## src/rtl/f1_conv_rd_ctrl_pkg.sv

```systemverilog
// -----------------------------------------------------------------------------
// f1_conv_rd_ctrl_pkg
// Shared definitions for the conv-layer-1 feature RAM read sequencer:
// default geometry, RAM timing, FSM state encoding, the per-pixel window tag
// and a helper that computes the output-map dimension.
// -----------------------------------------------------------------------------
package f1_conv_rd_ctrl_pkg;

    localparam int unsigned F1_IMG_W      = 32;
    localparam int unsigned F1_IMG_H      = 32;
    localparam int unsigned F1_K          = 5;
    localparam int unsigned F1_ADDR_W     = 10;
    localparam int unsigned PIX_W         = 8;
    localparam int unsigned BRAM_RD_LAT   = 2;
    localparam int unsigned F1_FIFO_DEPTH = 4;

    typedef enum logic [1:0] {
        StIdle  = 2'd0,
        StRun   = 2'd1,
        StDrain = 2'd2
    } rd_state_e;

    // Window-boundary tag carried alongside each RAM read.
    typedef struct packed {
        logic frame_last;
        logic last;
        logic first;
    } pix_tag_t;

    localparam int unsigned TagW = $bits(pix_tag_t);

    // Valid-convolution output dimension.
    function automatic int unsigned out_dim(input int unsigned img, input int unsigned k);
        return img - k + 1;
    endfunction

endpackage

```

## src/rtl/f1_conv_rd_ctrl_if.sv

```systemverilog
// -----------------------------------------------------------------------------
// f1_conv_rd_ctrl_if
// Bundles the sequencer's control, RAM read port and pixel stream.
//   start/busy/done            frame control
//   ram_rd_en/raddr/rdata      RAM read port (rdata valid RD_LAT cycles later)
//   pix_valid/ready/data/first/last/frame_last   output pixel stream
// master: the sequencer.  slave: the environment (RAM, MAC array, host).
// -----------------------------------------------------------------------------
interface f1_conv_rd_ctrl_if #(
    parameter int unsigned ADDR_W = 10,
    parameter int unsigned DATA_W = 8
);
    logic              start;
    logic              busy;
    logic              done;
    logic              ram_rd_en;
    logic [ADDR_W-1:0] ram_raddr;
    logic [DATA_W-1:0] ram_rdata;
    logic              pix_valid;
    logic              pix_ready;
    logic [DATA_W-1:0] pix_data;
    logic              pix_first;
    logic              pix_last;
    logic              frame_last;

    modport master (
        input  start, ram_rdata, pix_ready,
        output busy, done, ram_rd_en, ram_raddr,
        output pix_valid, pix_data, pix_first, pix_last, frame_last
    );

    modport slave (
        output start, ram_rdata, pix_ready,
        input  busy, done, ram_rd_en, ram_raddr,
        input  pix_valid, pix_data, pix_first, pix_last, frame_last
    );
endinterface

```

## src/rtl/f1_tag_fifo.sv

```systemverilog
// -----------------------------------------------------------------------------
// f1_tag_fifo
// Synchronous FIFO holding tagged pixels {frame_last, last, first, data}.
//   clk, rst_n     clock, asynchronous active-low reset (empties FIFO, zeroes RAM)
//   wr_en_i/data_i push
//   rd_en_i        pop (head is rd_data_o; ignored when empty)
//   empty_o        no entries
//   count_o        occupancy 0..Depth
// Simultaneous push and pop both take effect; occupancy is unchanged.
// Depth must be a power of two so the pointers wrap naturally.
// -----------------------------------------------------------------------------
module f1_tag_fifo #(
    parameter int unsigned Width = 11,
    parameter int unsigned Depth = 4
) (
    input  logic                     clk,
    input  logic                     rst_n,
    input  logic                     wr_en_i,
    input  logic [Width-1:0]         wr_data_i,
    input  logic                     rd_en_i,
    output logic [Width-1:0]         rd_data_o,
    output logic                     empty_o,
    output logic [$clog2(Depth):0]   count_o
);
    localparam int unsigned PtrW = $clog2(Depth);
    localparam int unsigned CntW = PtrW + 1;

    logic [Width-1:0] mem_q [Depth];
    logic [PtrW-1:0]  wr_ptr_q, wr_ptr_d;
    logic [PtrW-1:0]  rd_ptr_q, rd_ptr_d;
    logic [CntW-1:0]  count_q, count_d;
    logic             full;
    logic             empty;
    logic             do_wr;
    logic             do_rd;

    assign full  = (count_q == CntW'(Depth));
    assign empty = (count_q == '0);
    // The upstream credit scheme never writes when full; the gate is belt-and-braces.
    assign do_wr = wr_en_i && !full;
    assign do_rd = rd_en_i && !empty;

    always_comb begin
        wr_ptr_d = wr_ptr_q;
        rd_ptr_d = rd_ptr_q;
        count_d  = count_q;
        if (do_wr) begin
            wr_ptr_d = wr_ptr_q + PtrW'(1);
        end
        if (do_rd) begin
            rd_ptr_d = rd_ptr_q + PtrW'(1);
        end
        unique case ({do_wr, do_rd})
            2'b10:   count_d = count_q + CntW'(1);
            2'b01:   count_d = count_q - CntW'(1);
            default: count_d = count_q;
        endcase
    end

    always_ff @(posedge clk or negedge rst_n) begin
        if (!rst_n) begin
            wr_ptr_q <= '0;
            rd_ptr_q <= '0;
            count_q  <= '0;
            for (int i = 0; i < Depth; i++) begin
                mem_q[i] <= '0;
            end
        end else begin
            wr_ptr_q <= wr_ptr_d;
            rd_ptr_q <= rd_ptr_d;
            count_q  <= count_d;
            if (do_wr) begin
                mem_q[wr_ptr_q] <= wr_data_i;
            end
        end
    end

    assign rd_data_o = mem_q[rd_ptr_q];
    assign empty_o   = empty;
    assign count_o   = count_q;

endmodule

```

## src/rtl/f1_conv_rd_ctrl.sv

```systemverilog
// -----------------------------------------------------------------------------
// f1_conv_rd_ctrl
// Read-side sequencer for the conv-1 feature RAM. On start it walks every KxK
// window of the IMG_H x IMG_W map (loop nest innermost first: kc, kr, ocol,
// orow), issues one RAM read per window pixel and streams the returned pixels
// in order, tagged with window first/last and frame_last.
//   clk, rst_n   single clock, asynchronous active-low reset
//   bus          f1_conv_rd_ctrl_if master: start/busy/done, RAM read port,
//                pixel valid/ready stream
// Reads are issued only while reads in flight plus buffered pixels are below
// FIFO_DEPTH, so every returning datum is guaranteed a FIFO slot.
// -----------------------------------------------------------------------------
module f1_conv_rd_ctrl
    import f1_conv_rd_ctrl_pkg::*;
#(
    parameter int unsigned IMG_W      = F1_IMG_W,
    parameter int unsigned IMG_H      = F1_IMG_H,
    parameter int unsigned K          = F1_K,
    parameter int unsigned ADDR_W     = F1_ADDR_W,
    parameter int unsigned DATA_W     = PIX_W,
    parameter int unsigned RD_LAT     = BRAM_RD_LAT,
    parameter int unsigned FIFO_DEPTH = F1_FIFO_DEPTH
) (
    input logic               clk,
    input logic               rst_n,
    f1_conv_rd_ctrl_if.master bus
);
    localparam int unsigned OutW  = out_dim(IMG_W, K);
    localparam int unsigned OutH  = out_dim(IMG_H, K);
    localparam int unsigned KW    = $clog2(K + 1);
    localparam int unsigned OcW   = $clog2(OutW + 1);
    localparam int unsigned OrW   = $clog2(OutH + 1);
    localparam int unsigned InflW = $clog2(RD_LAT + 1);
    localparam int unsigned CntW  = $clog2(FIFO_DEPTH) + 1;
    localparam int unsigned FifoW = DATA_W + TagW;

    rd_state_e            state_q, state_d;
    logic [KW-1:0]        kc_q, kc_d;
    logic [KW-1:0]        kr_q, kr_d;
    logic [OcW-1:0]       ocol_q, ocol_d;
    logic [OrW-1:0]       orow_q, orow_d;
    logic [RD_LAT-1:0]    tv_q, tv_d;
    pix_tag_t [RD_LAT-1:0] tg_q, tg_d;

    logic [InflW-1:0]     in_flight;
    logic [CntW-1:0]      fifo_count;
    logic                 fifo_empty;
    logic                 fifo_wr;
    logic [FifoW-1:0]     fifo_wdata;
    logic [FifoW-1:0]     fifo_rdata;
    pix_tag_t             head_tag;
    pix_tag_t             issue_tag;
    logic                 issue;
    logic                 pop;
    logic                 done;
    logic                 kc_end, kr_end, ocol_end, orow_end;

    assign kc_end   = (kc_q == KW'(K - 1));
    assign kr_end   = (kr_q == KW'(K - 1));
    assign ocol_end = (ocol_q == OcW'(OutW - 1));
    assign orow_end = (orow_q == OrW'(OutH - 1));

    always_comb begin
        in_flight = '0;
        for (int i = 0; i < RD_LAT; i++) begin
            in_flight = in_flight + InflW'(tv_q[i]);
        end
    end

    assign issue = (state_q == StRun) &&
                   ((32'(in_flight) + 32'(fifo_count)) < FIFO_DEPTH);

    assign issue_tag.first      = (kc_q == '0) && (kr_q == '0);
    assign issue_tag.last       = kc_end && kr_end;
    assign issue_tag.frame_last = kc_end && kr_end && ocol_end && orow_end;

    // Final pixel of the frame leaves the stream on this handshake.
    assign pop  = !fifo_empty && bus.pix_ready;
    assign done = pop && head_tag.frame_last;

    // Window counters and FSM next state.
    always_comb begin
        kc_d    = kc_q;
        kr_d    = kr_q;
        ocol_d  = ocol_q;
        orow_d  = orow_q;
        state_d = state_q;

        if (issue) begin
            kc_d = kc_q + KW'(1);
            if (kc_end) begin
                kc_d = '0;
                kr_d = kr_q + KW'(1);
                if (kr_end) begin
                    kr_d   = '0;
                    ocol_d = ocol_q + OcW'(1);
                    if (ocol_end) begin
                        ocol_d = '0;
                        orow_d = orow_end ? '0 : orow_q + OrW'(1);
                    end
                end
            end
        end

        unique case (state_q)
            StIdle: begin
                if (bus.start) begin
                    state_d = StRun;
                end
            end
            StRun: begin
                if (issue && issue_tag.frame_last) begin
                    state_d = StDrain;
                end
            end
            StDrain: begin
                if (done || (fifo_empty && (in_flight == '0))) begin
                    state_d = StIdle;
                end
            end
            default: state_d = StIdle;
        endcase
    end

    // Tag pipe: stage RD_LAT-1 lines up with ram_rdata of the matching read.
    always_comb begin
        tv_d    = '0;
        tg_d    = '0;
        tv_d[0] = issue;
        tg_d[0] = issue ? issue_tag : '0;
        for (int i = 1; i < RD_LAT; i++) begin
            tv_d[i] = tv_q[i-1];
            tg_d[i] = tg_q[i-1];
        end
    end

    always_ff @(posedge clk or negedge rst_n) begin
        if (!rst_n) begin
            state_q <= StIdle;
            kc_q    <= '0;
            kr_q    <= '0;
            ocol_q  <= '0;
            orow_q  <= '0;
            tv_q    <= '0;
            tg_q    <= '0;
        end else begin
            state_q <= state_d;
            kc_q    <= kc_d;
            kr_q    <= kr_d;
            ocol_q  <= ocol_d;
            orow_q  <= orow_d;
            tv_q    <= tv_d;
            tg_q    <= tg_d;
        end
    end

    // RAM data is captured only when its tag emerges from the pipe.
    assign fifo_wr    = tv_q[RD_LAT-1];
    assign fifo_wdata = {tg_q[RD_LAT-1], bus.ram_rdata};

    f1_tag_fifo #(
        .Width (FifoW),
        .Depth (FIFO_DEPTH)
    ) u_fifo (
        .clk       (clk),
        .rst_n     (rst_n),
        .wr_en_i   (fifo_wr),
        .wr_data_i (fifo_wdata),
        .rd_en_i   (pop),
        .rd_data_o (fifo_rdata),
        .empty_o   (fifo_empty),
        .count_o   (fifo_count)
    );

    assign head_tag = pix_tag_t'(fifo_rdata[DATA_W +: TagW]);

    assign bus.busy       = (state_q != StIdle);
    assign bus.done       = done;
    assign bus.ram_rd_en  = issue;
    assign bus.ram_raddr  = ADDR_W'((32'(orow_q) + 32'(kr_q)) * IMG_W
                                    + 32'(ocol_q) + 32'(kc_q));
    assign bus.pix_valid  = !fifo_empty;
    assign bus.pix_data   = fifo_rdata[DATA_W-1:0];
    assign bus.pix_first  = !fifo_empty && head_tag.first;
    assign bus.pix_last   = !fifo_empty && head_tag.last;
    assign bus.frame_last = !fifo_empty && head_tag.frame_last;

endmodule

```

## src/flat_wrapper.sv

```systemverilog
// flat-port wrapper written by rule: the top's interface ports become plain ports
module f1_conv_rd_ctrl_flat import f1_conv_rd_ctrl_pkg::*;
#(
    parameter int unsigned IMG_W      = F1_IMG_W,
    parameter int unsigned IMG_H      = F1_IMG_H,
    parameter int unsigned K          = F1_K,
    parameter int unsigned ADDR_W     = F1_ADDR_W,
    parameter int unsigned DATA_W     = PIX_W,
    parameter int unsigned RD_LAT     = BRAM_RD_LAT,
    parameter int unsigned FIFO_DEPTH = F1_FIFO_DEPTH
)
  (clk, rst_n, bus_start, bus_ram_rdata, bus_pix_ready, bus_busy, bus_done, bus_ram_rd_en, bus_ram_raddr, bus_pix_valid, bus_pix_data, bus_pix_first, bus_pix_last, bus_frame_last);
  f1_conv_rd_ctrl_if #(.ADDR_W(ADDR_W), .DATA_W(DATA_W)) bus_i ();
  input logic clk;
  input logic rst_n;
  input wire logic [$bits(bus_i.start)-1:0] bus_start;
  input wire logic [$bits(bus_i.ram_rdata)-1:0] bus_ram_rdata;
  input wire logic [$bits(bus_i.pix_ready)-1:0] bus_pix_ready;
  output wire logic [$bits(bus_i.busy)-1:0] bus_busy;
  output wire logic [$bits(bus_i.done)-1:0] bus_done;
  output wire logic [$bits(bus_i.ram_rd_en)-1:0] bus_ram_rd_en;
  output wire logic [$bits(bus_i.ram_raddr)-1:0] bus_ram_raddr;
  output wire logic [$bits(bus_i.pix_valid)-1:0] bus_pix_valid;
  output wire logic [$bits(bus_i.pix_data)-1:0] bus_pix_data;
  output wire logic [$bits(bus_i.pix_first)-1:0] bus_pix_first;
  output wire logic [$bits(bus_i.pix_last)-1:0] bus_pix_last;
  output wire logic [$bits(bus_i.frame_last)-1:0] bus_frame_last;
  assign bus_i.start = bus_start;
  assign bus_i.ram_rdata = bus_ram_rdata;
  assign bus_i.pix_ready = bus_pix_ready;
  assign bus_busy = bus_i.busy;
  assign bus_done = bus_i.done;
  assign bus_ram_rd_en = bus_i.ram_rd_en;
  assign bus_ram_raddr = bus_i.ram_raddr;
  assign bus_pix_valid = bus_i.pix_valid;
  assign bus_pix_data = bus_i.pix_data;
  assign bus_pix_first = bus_i.pix_first;
  assign bus_pix_last = bus_i.pix_last;
  assign bus_frame_last = bus_i.frame_last;
  f1_conv_rd_ctrl #(.IMG_W(IMG_W), .IMG_H(IMG_H), .K(K), .ADDR_W(ADDR_W), .DATA_W(DATA_W), .RD_LAT(RD_LAT), .FIFO_DEPTH(FIFO_DEPTH)) u_core (.clk(clk), .rst_n(rst_n), .bus(bus_i));
endmodule
```

## config.mk

```make
export PLATFORM = sky130hd
export DESIGN_NAME = f1_conv_rd_ctrl_flat
export DESIGN_NICKNAME = d
export VERILOG_FILES = /design/src/rtl/f1_conv_rd_ctrl_pkg.sv /design/src/rtl/f1_conv_rd_ctrl_if.sv /design/src/rtl/f1_tag_fifo.sv /design/src/rtl/f1_conv_rd_ctrl.sv /design/src/flat_wrapper.sv
export SDC_FILE = /design/constraint.sdc
export NUM_CORES = 1
export LEC_CHECK = 0
export CAP_MARGIN = 20
export CELL_PAD_IN_SITES_DETAIL_PLACEMENT = 1
export CELL_PAD_IN_SITES_GLOBAL_PLACEMENT = 1
export CORE_AREA = 2 2 87 105
export DETAILED_ROUTE_END_ITERATION = 10
export DIE_AREA = 0 0 89 107
export GPL_TIMING_DRIVEN = 0
export PLACE_DENSITY = 0.75
export SLEW_MARGIN = 40
export SYNTH_ARGS = -nofsm -noshare
export SYNTH_HDL_FRONTEND = slang
export SYNTH_HIERARCHICAL = 1
export SYNTH_SLANG_ARGS = --single-unit
```

## constraint.sdc

```tcl
create_clock -name clk -period 3.4 [get_ports clk]
set_clock_uncertainty 0.05 [all_clocks]
set_input_delay 1.02 -clock clk [delete_from_list [all_inputs] [get_ports clk]]
set_output_delay 1.02 -clock clk [all_outputs]
set_load 0.05 [all_outputs]
```

==> results of run 1 <==
[cell type report]
cell class / count / area [sq um]
clock buffers: 9 / 124
plain buffers: 9 / 72.6
well taps: 117 / 146
fillers: 900 / 3730
multi-input cells: 196 / 1930
clock inverters: 7 / 138
inverters: 16 / 60.1
repair buffers: 42 / 395
flip-flops and latches: 77 / 1930
[worst max-delay path: cells and delay by family (launching register included)]
kind | cells | cell delay [ps]
simple gates | 3 | 640
flops | 1 | 460
fa+ha+maj | 1 | 420
buf+inv | 1 | 220
xor+xnor | 1 | 160
[stage by stage]
step	setup TNS, ps	utilization (%)	power [uW]	hold WS [ps]	std cells
after floorplan	0	-	3080	281	298
after global placement	-114980	51.9	3590	283	451
after global routing	-20.0	56.2	4870	328	473
after CTS	0	55.6	4570	315	471
after detailed placement	-1590	52.2	3690	286	452
final	0	56.2	4570	311	473
[cell usage in the layout (no fill, tap or decap), types with 2 or more instances in the layout]
cell,count
mux2i_1,2
nand2_1,13
nand2b_1,3
buf_6,5
buf_2,2
nor3_1,3
clkbuf_1,2
nor2_1,17
clkinv_2,2
a21oi_1,4
clkdlybuf4s50_1,16
or2_2,2
bufinv_16,4
a21oi_2,2
clkbuf_8,9
o21ai_0,4
mux2_2,50
ha_2,2
dlygate4sd2_1,12
ha_1,18
nand3_1,6
nor4_1,2
and3_1,5
nor4_4,2
nand3_2,2
fa_1,2
xnor2_1,12
clkbuf_4,2
nor2b_1,6
dfrtp_1,76
buf_4,9
mux4_2,11
inv_1,16
xor2_1,7
[sequential cells by signal (all words and copies together), names as in the netlist]
register / cells
u_core/kc_q: 3
u_core/u_fifo/wr_ptr_q: 2
u_core/fifo_wdata: 3
u_core/state_q: 2
u_core/tv_q: 2
u_core/tg_d: 3
u_core/kr_q: 3
u_core/u_fifo/mem_q: 44
u_core/ocol_q: 5
u_core/orow_q: 5
u_core/u_fifo/rd_ptr_q: 2
u_core/u_fifo/count_o: 3
[metal layers]
metal | up-vias | share of wire (%)
li1 | 1155 | -
met1 | 1282 | 43
met2 | 39 | 53
met3 | 8 | 2.9
met4 | 0 | 1.5
met5 | - | 0
[cells in the mapped netlist, drive strengths merged]
master / n
a21o: 1
a21oi: 7
a22o: 1
a41o: 1
and2: 1
and3: 5
and3b: 1
and4b: 1
buf: 7
clkbuf: 2
dfrtp: 77
fa: 3
ha: 20
inv: 16
mux2: 52
mux2i: 2
mux4: 11
nand2: 13
nand2b: 3
nand3: 8
nand4: 1
nand4b: 1
nor2: 18
nor2b: 6
nor3: 5
nor3b: 1
nor4: 4
nor4b: 1
o21ai: 4
o31a: 1
or2: 2
or4b: 1
or4bb: 1
xnor2: 12
xor2: 8
[power breakdown]
group | total, uW | internal, uW | leakage [uW] | switching, uW
Combinational | 2180 | 945 | 0.00111 | 1230
Sequential | 1490 | 1240 | 0.000975 | 258
Clock | 898 | 559 | 0.000129 | 339
[cell families (layout without fill, tap and decap cells)]
kind of cell               count (synthesis)  count (layout)
DFF                                       77              77
and+or+nand+nor                           73              73
muxes                                     65              65
buffers and inverters                     25              83
adders and majority gates                 23              23
xor gates and xnor gates                  20              20
AOI/OAI and AO/OA                         15              15
[final timing paths]
path                            slack (ps)                        end           start  cells after the start
min in group asynchronous              540  u_core/u_fifo/wr_ptr_q[0]           rst_n                      1
worst min register to register         310       u_core/fifo_wdata[9]  u_core/tg_d[4]                      0
worst max-delay path                    80           bus_ram_raddr[8]  u_core/kr_q[2]                      6
worst min-delay path                   310       u_core/fifo_wdata[9]  u_core/tg_d[4]                      0
worst max register to register         640           u_core/orow_q[2]  u_core/tv_q[1]                      7
max in group asynchronous             2240    u_core/u_fifo/mem_q[28]           rst_n                      2
[timing repair]
item                                    4_1_cts  5_1_grt
cloned                                        0        0
setup buffers                                 3        2
endpoints found under the setup margin       19        8
pin swaps                                     3        3
gates resized for setup                      54       14
==> results.py, run 1 <==
metrics = {
    "run_status": {
        "status": "finished clean",
    },
    "sta": {
        "hold_violations": 0,
        "maxSlewViolCount": 0,
        "setup_viol": 0,
        "worst_pin_slew_ps": 571,
        "slew_headroom_pct": 61.6,
        "timing.final.ws_setup_ps": 83.2,
        "period_share_pct": 97.6,
        "max_freq_mhz": 301,
        "fin_crit_ps": 3320,
    },
    "worst_setup_path": {
        "path_cells": "ha_2 -> nand3_1 -> and3_1 -> or2_2 -> xnor2_1 -> buf_4",
        "required_ps": 2330,
        "end_kind": "primary output",
        "critPathMaxFanout": 5,
        "critPathMaxStageDelay_ps": 460,
        "critPathLaunchType": "flop",
        "worst_ep_arrival_time_ps": 2250,
        "cp_slowest_cell": "dfrtp_1",
        "critical_path_class": "flop to primary output",
    },
    "clock_network": {
        "cts_tree": "yes",
        "numCtsBuffers": 9,
        "clock-sinks": 77,
        "clk-insertion-delay-late_ps": 340,
        "h-tree-depth": 3,
        "clock_path_buffers": 2,
        "cts.reportedPaths.clkPinSlew_ps": 80,
        "root_buffer": "clkbuf_8",
        "postCtsHoldBufs": 0,
    },
    "cells_and_area": {
        "drive_above_1_share_pct": 33.1,
        "design_area_sq_mm": 0.00479,
        "nets": 386,
        "area_growth_pct": 22.4,
        "antenna_cells": 0,
    },
    "floorplanning": {
        "initial_utilization_pct": 45.9,
        "core_area_sq_mm": 0.00852,
        "num_io_pins": 37,
        "die_area_sq_mm": 0.00952,
        "die_y_um": 107,
        "fp.dieW_um": 89,
        "rows": 37,
    },
    "synthesis": {
        "synth_cell_types": 42,
        "syn-cell-area_sq_mm": 0.00391,
        "synth_cells": 298,
        "synth_area_leaders": "dfrtp_1 (49%), mux2_2 (14%), ha_1 (6.4%)",
        "synth_compound_area_share_pct": 2.33,
        "yosysSeqAreaShare_pct": 49.2,
        "yosys_warnings": 6,
        "synth_seq_cells": 77,
        "syn_nets": 333,
        "synthAdderAreaFrac_pct": 7.93,
        "synthXorXnorAreaFrac_pct": 4.48,
        "yosys.area_share.simple_pct": 10.7,
        "avgSynthCellArea_sq_um": 13.1,
        "synth_top_area_share_pct": 49.2,
        "yosysTopAreaCell": "dfrtp_1",
        "yosys-mux-area-fraction_pct": 21.9,
        "synth_top_family_by_area": "multiplexers",
    },
    "grt": {
        "use_met1_pct": 23.5,
        "grt-busiest-layer": "met2",
        "grt_max_degree": 46,
        "use_met2_pct": 32.7,
        "antenna_found_initial": 0,
        "overflow": 0,
        "met3_usage_pct": 3.85,
        "grt_pass1_wl_um": 13700,
        "gr-usage-all-layers_pct": 19.0,
        "grt_pass1_vias": 2754,
    },
    "detailed_routing": {
        "dr.pass1.iters": 4,
        "ant_nets": 0,
        "drc_errors": 0,
        "wl_um": 8130,
        "drtIter0Drc": 74,
        "vias": 2484,
        "wire_per_inst_um": 17.2,
        "avgViaCountPerCell": 5.25,
    },
    "placed_design": {
        "placed_area_sq_mm": 0.00445,
        "io_buffers": 36,
        "place_hpwl_um": 5560,
        "preCtsSetupSlack_ps": -453,
        "gp_congestion": 0.708,
    },
    "pwr": {
        "cellPowerDensity_mw_per_mm2": 953,
        "p_leak_uw": 0.00221,
        "peakVddDrop_uv": 579,
    },
    "flow_run": {
        "cap_violations": 0,
    },
    "hold_path": {
        "min_path_type": "flop to flop",
    },
}
(Power assumes the default switching activity.)
==> inputs of run 2 (changes only) <==
Settings changed: SLEW_MARGIN 40 to default.
==> results.py, run 2 (synthesized netlist as in run 1, its figures left out) <==
metrics = {
    "floorplanning": {
        "die_area_sq_mm": 0.00952,
        "num_io_pins": 37,
        "fp.dieW_um": 89,
        "core_area_sq_mm": 0.00852,
        "die_y_um": 107,
        "rows": 37,
        "initial_utilization_pct": 45.9,
    },
    "pwr": {
        "p_leak_uw": 0.00219,
        "peakVddDrop_uv": 510,
        "pwr-share-comb_pct": 48.9,
        "cellPowerDensity_mw_per_mm2": 931,
        "power.internal_uw": 2580,
        "clockPowerShare_pct": 17.0,
        "p_seq_share_pct": 34.1,
        "p_sw_share_pct": 41.3,
        "p_switching_uw": 1820,
    },
    "detailed_routing": {
        "dr.pass1.iters": 4,
        "drc_errors": 0,
        "ant_nets": 0,
        "wl_um": 8040,
        "drtIter0Drc": 65,
        "wire_per_inst_um": 17.0,
        "avgViaCountPerCell": 5.23,
        "vias": 2469,
    },
    "hold_path": {
        "hold_depth": 0,
        "min_to": "u_core/fifo_wdata[9]",
        "worstHoldStart": "u_core/tg_d[4]",
        "min_path_type": "flop to flop",
    },
    "cells_and_area": {
        "largest_reg_flops": 44,
        "nets": 385,
        "antenna_cells": 0,
        "regMostFlops": "u_core/u_fifo/mem_q",
        "top_regs": "u_core/u_fifo/mem_q x44, u_core/ocol_q x5, u_core/orow_q x5",
        "design_area_sq_mm": 0.00473,
        "mostFrequentLayoutCells": "dfrtp_1 (76), mux2_2 (50), ha_1 (18), nor2_1 (17)",
        "area_growth_pct": 20.8,
        "drive_above_1_share_pct": 32.7,
        "final_common_cell": "dfrtp_1",
    },
    "clock_network": {
        "clk-insertion-delay-late_ps": 340,
        "h-tree-depth": 3,
        "clock_path_buffers": 2,
        "root_buffer": "clkbuf_8",
        "clock-sinks": 77,
        "numCtsBuffers": 9,
        "cts_tree": "yes",
        "cts.reportedPaths.clkPinSlew_ps": 80,
    },
    "worst_setup_path": {
        "critical_path_class": "flop to primary output",
        "reg2reg_slack_ps": 630,
        "worst_ep_arrival_time_ps": 2270,
        "critPathMaxFanout": 2,
        "required_ps": 2330,
        "timing.critical_path.buf_inv": 1,
        "r2r_cells": 7,
        "critPathLaunchType": "flop",
        "path_cells": "ha_2 -> fa_2 -> xor2_2 -> nand3_2 -> nor4_2 -> xnor2_1 -> buf_4",
        "timing.rr.start": "u_core/tv_q[1]",
        "cp_slowest_cell": "dfrtp_1",
        "end_kind": "primary output",
        "cp_top_family": "adder cells",
        "rr_endpoint": "u_core/orow_q[2]",
        "critPathMaxStageDelay_ps": 410,
    },
    "sta": {
        "hold_violations": 0,
        "period_share_pct": 98.3,
        "hold_ws_ps": 299,
        "slew_headroom_pct": 62.3,
        "setup_viol": 0,
        "fin_crit_ps": 3340,
        "rsz0062_at_grt": "yes",
        "maxSlewViolCount": 0,
        "timing.final.ws_setup_ps": 56.5,
        "max_freq_mhz": 299,
        "timing.setup.tns_ps": 0,
        "worst_pin_slew_ps": 561,
    },
    "run_status": {
        "status": "finished clean",
    },
    "grt": {
        "grt_max_degree": 66,
        "grt_pass1_wl_um": 13700,
        "gr-usage-all-layers_pct": 19.0,
        "overflow": 0,
        "antenna_found_initial": 0,
        "grt_pass1_vias": 2756,
    },
    "placed_design": {
        "place_hpwl_um": 5600,
        "preCtsSetupSlack_ps": -457,
        "gp_congestion": 0.708,
        "io_buffers": 36,
        "placed_area_sq_mm": 0.00445,
    },
    "flow_run": {
        "cap_violations": 0,
    },
}
-- run 2: power by group through the flow --
stage	clock (uW)	combinational, uW	sequential [uW]
final	748	2150	1500
after global routing	817	2330	1550
after CTS	771	2170	1490
after detailed placement	0	2180	1510
after global placement	0	2110	1480
after floorplan	0	1650	1420
-- run 2: timing repair --
action                                  in CTS  in global routing
resized for setup                           50                 15
hold buffers                                 0                  0
buffers inserted                             2                  2
endpoints found under the hold margin        0                  0
endpoints found under the setup margin      20                 10
pin swaps                                    1                  3
-- run 2: metrics by stage --
step | power (uW) | util (%) | std cells
3_3_place_gp | 3590 | 51.9 | 451
6_report | 4400 | 55.5 | 472
4_1_cts | 4430 | 55.0 | 470
2_1_floorplan | 3080 | - | 298
3_5_place_dp | 3690 | 52.2 | 452
5_1_grt | 4700 | 55.5 | 472
-- run 2: worst max path at each step --
| stage | start | end | slack, ps | cells past startpoint |
|---|---|---|---|---|
| final | u_core/kr_q[0] | bus_ram_raddr[9] | 60 | 7 |
| after global routing | u_core/kr_q[0] | bus_ram_raddr[9] | -70 | 7 |
| after CTS | u_core/ocol_q[0] | bus_ram_raddr[6] | 2 | 6 |
| after detailed placement | u_core/tv_q[1] | bus_ram_rd_en | -460 | 6 |
| after global placement | rst_n | u_core/orow_q[1] | -1480 | 1 |
| after floorplan | u_core/tv_q[1] | bus_ram_rd_en | 60 | 5 |
-- run 2: layer usage --
layer / global-route usage [%] / part of all wire, %
met5: 0 / 0
met4: 5.76 / 1.2
met3: 3.31 / 2.7
met2: 33.4 / 53
met1: 23.5 / 43
-- run 2: area by class of cell --
class,count,area [sq um]
plain buffers,9,72.6
clock buffers,9,124
clock inverters,7,90.1
fillers,915,3790
inverters,16,60.1
multi-input cells,196,1920
flip-flops and latches,77,1930
well taps,117,146
repair buffers,41,390
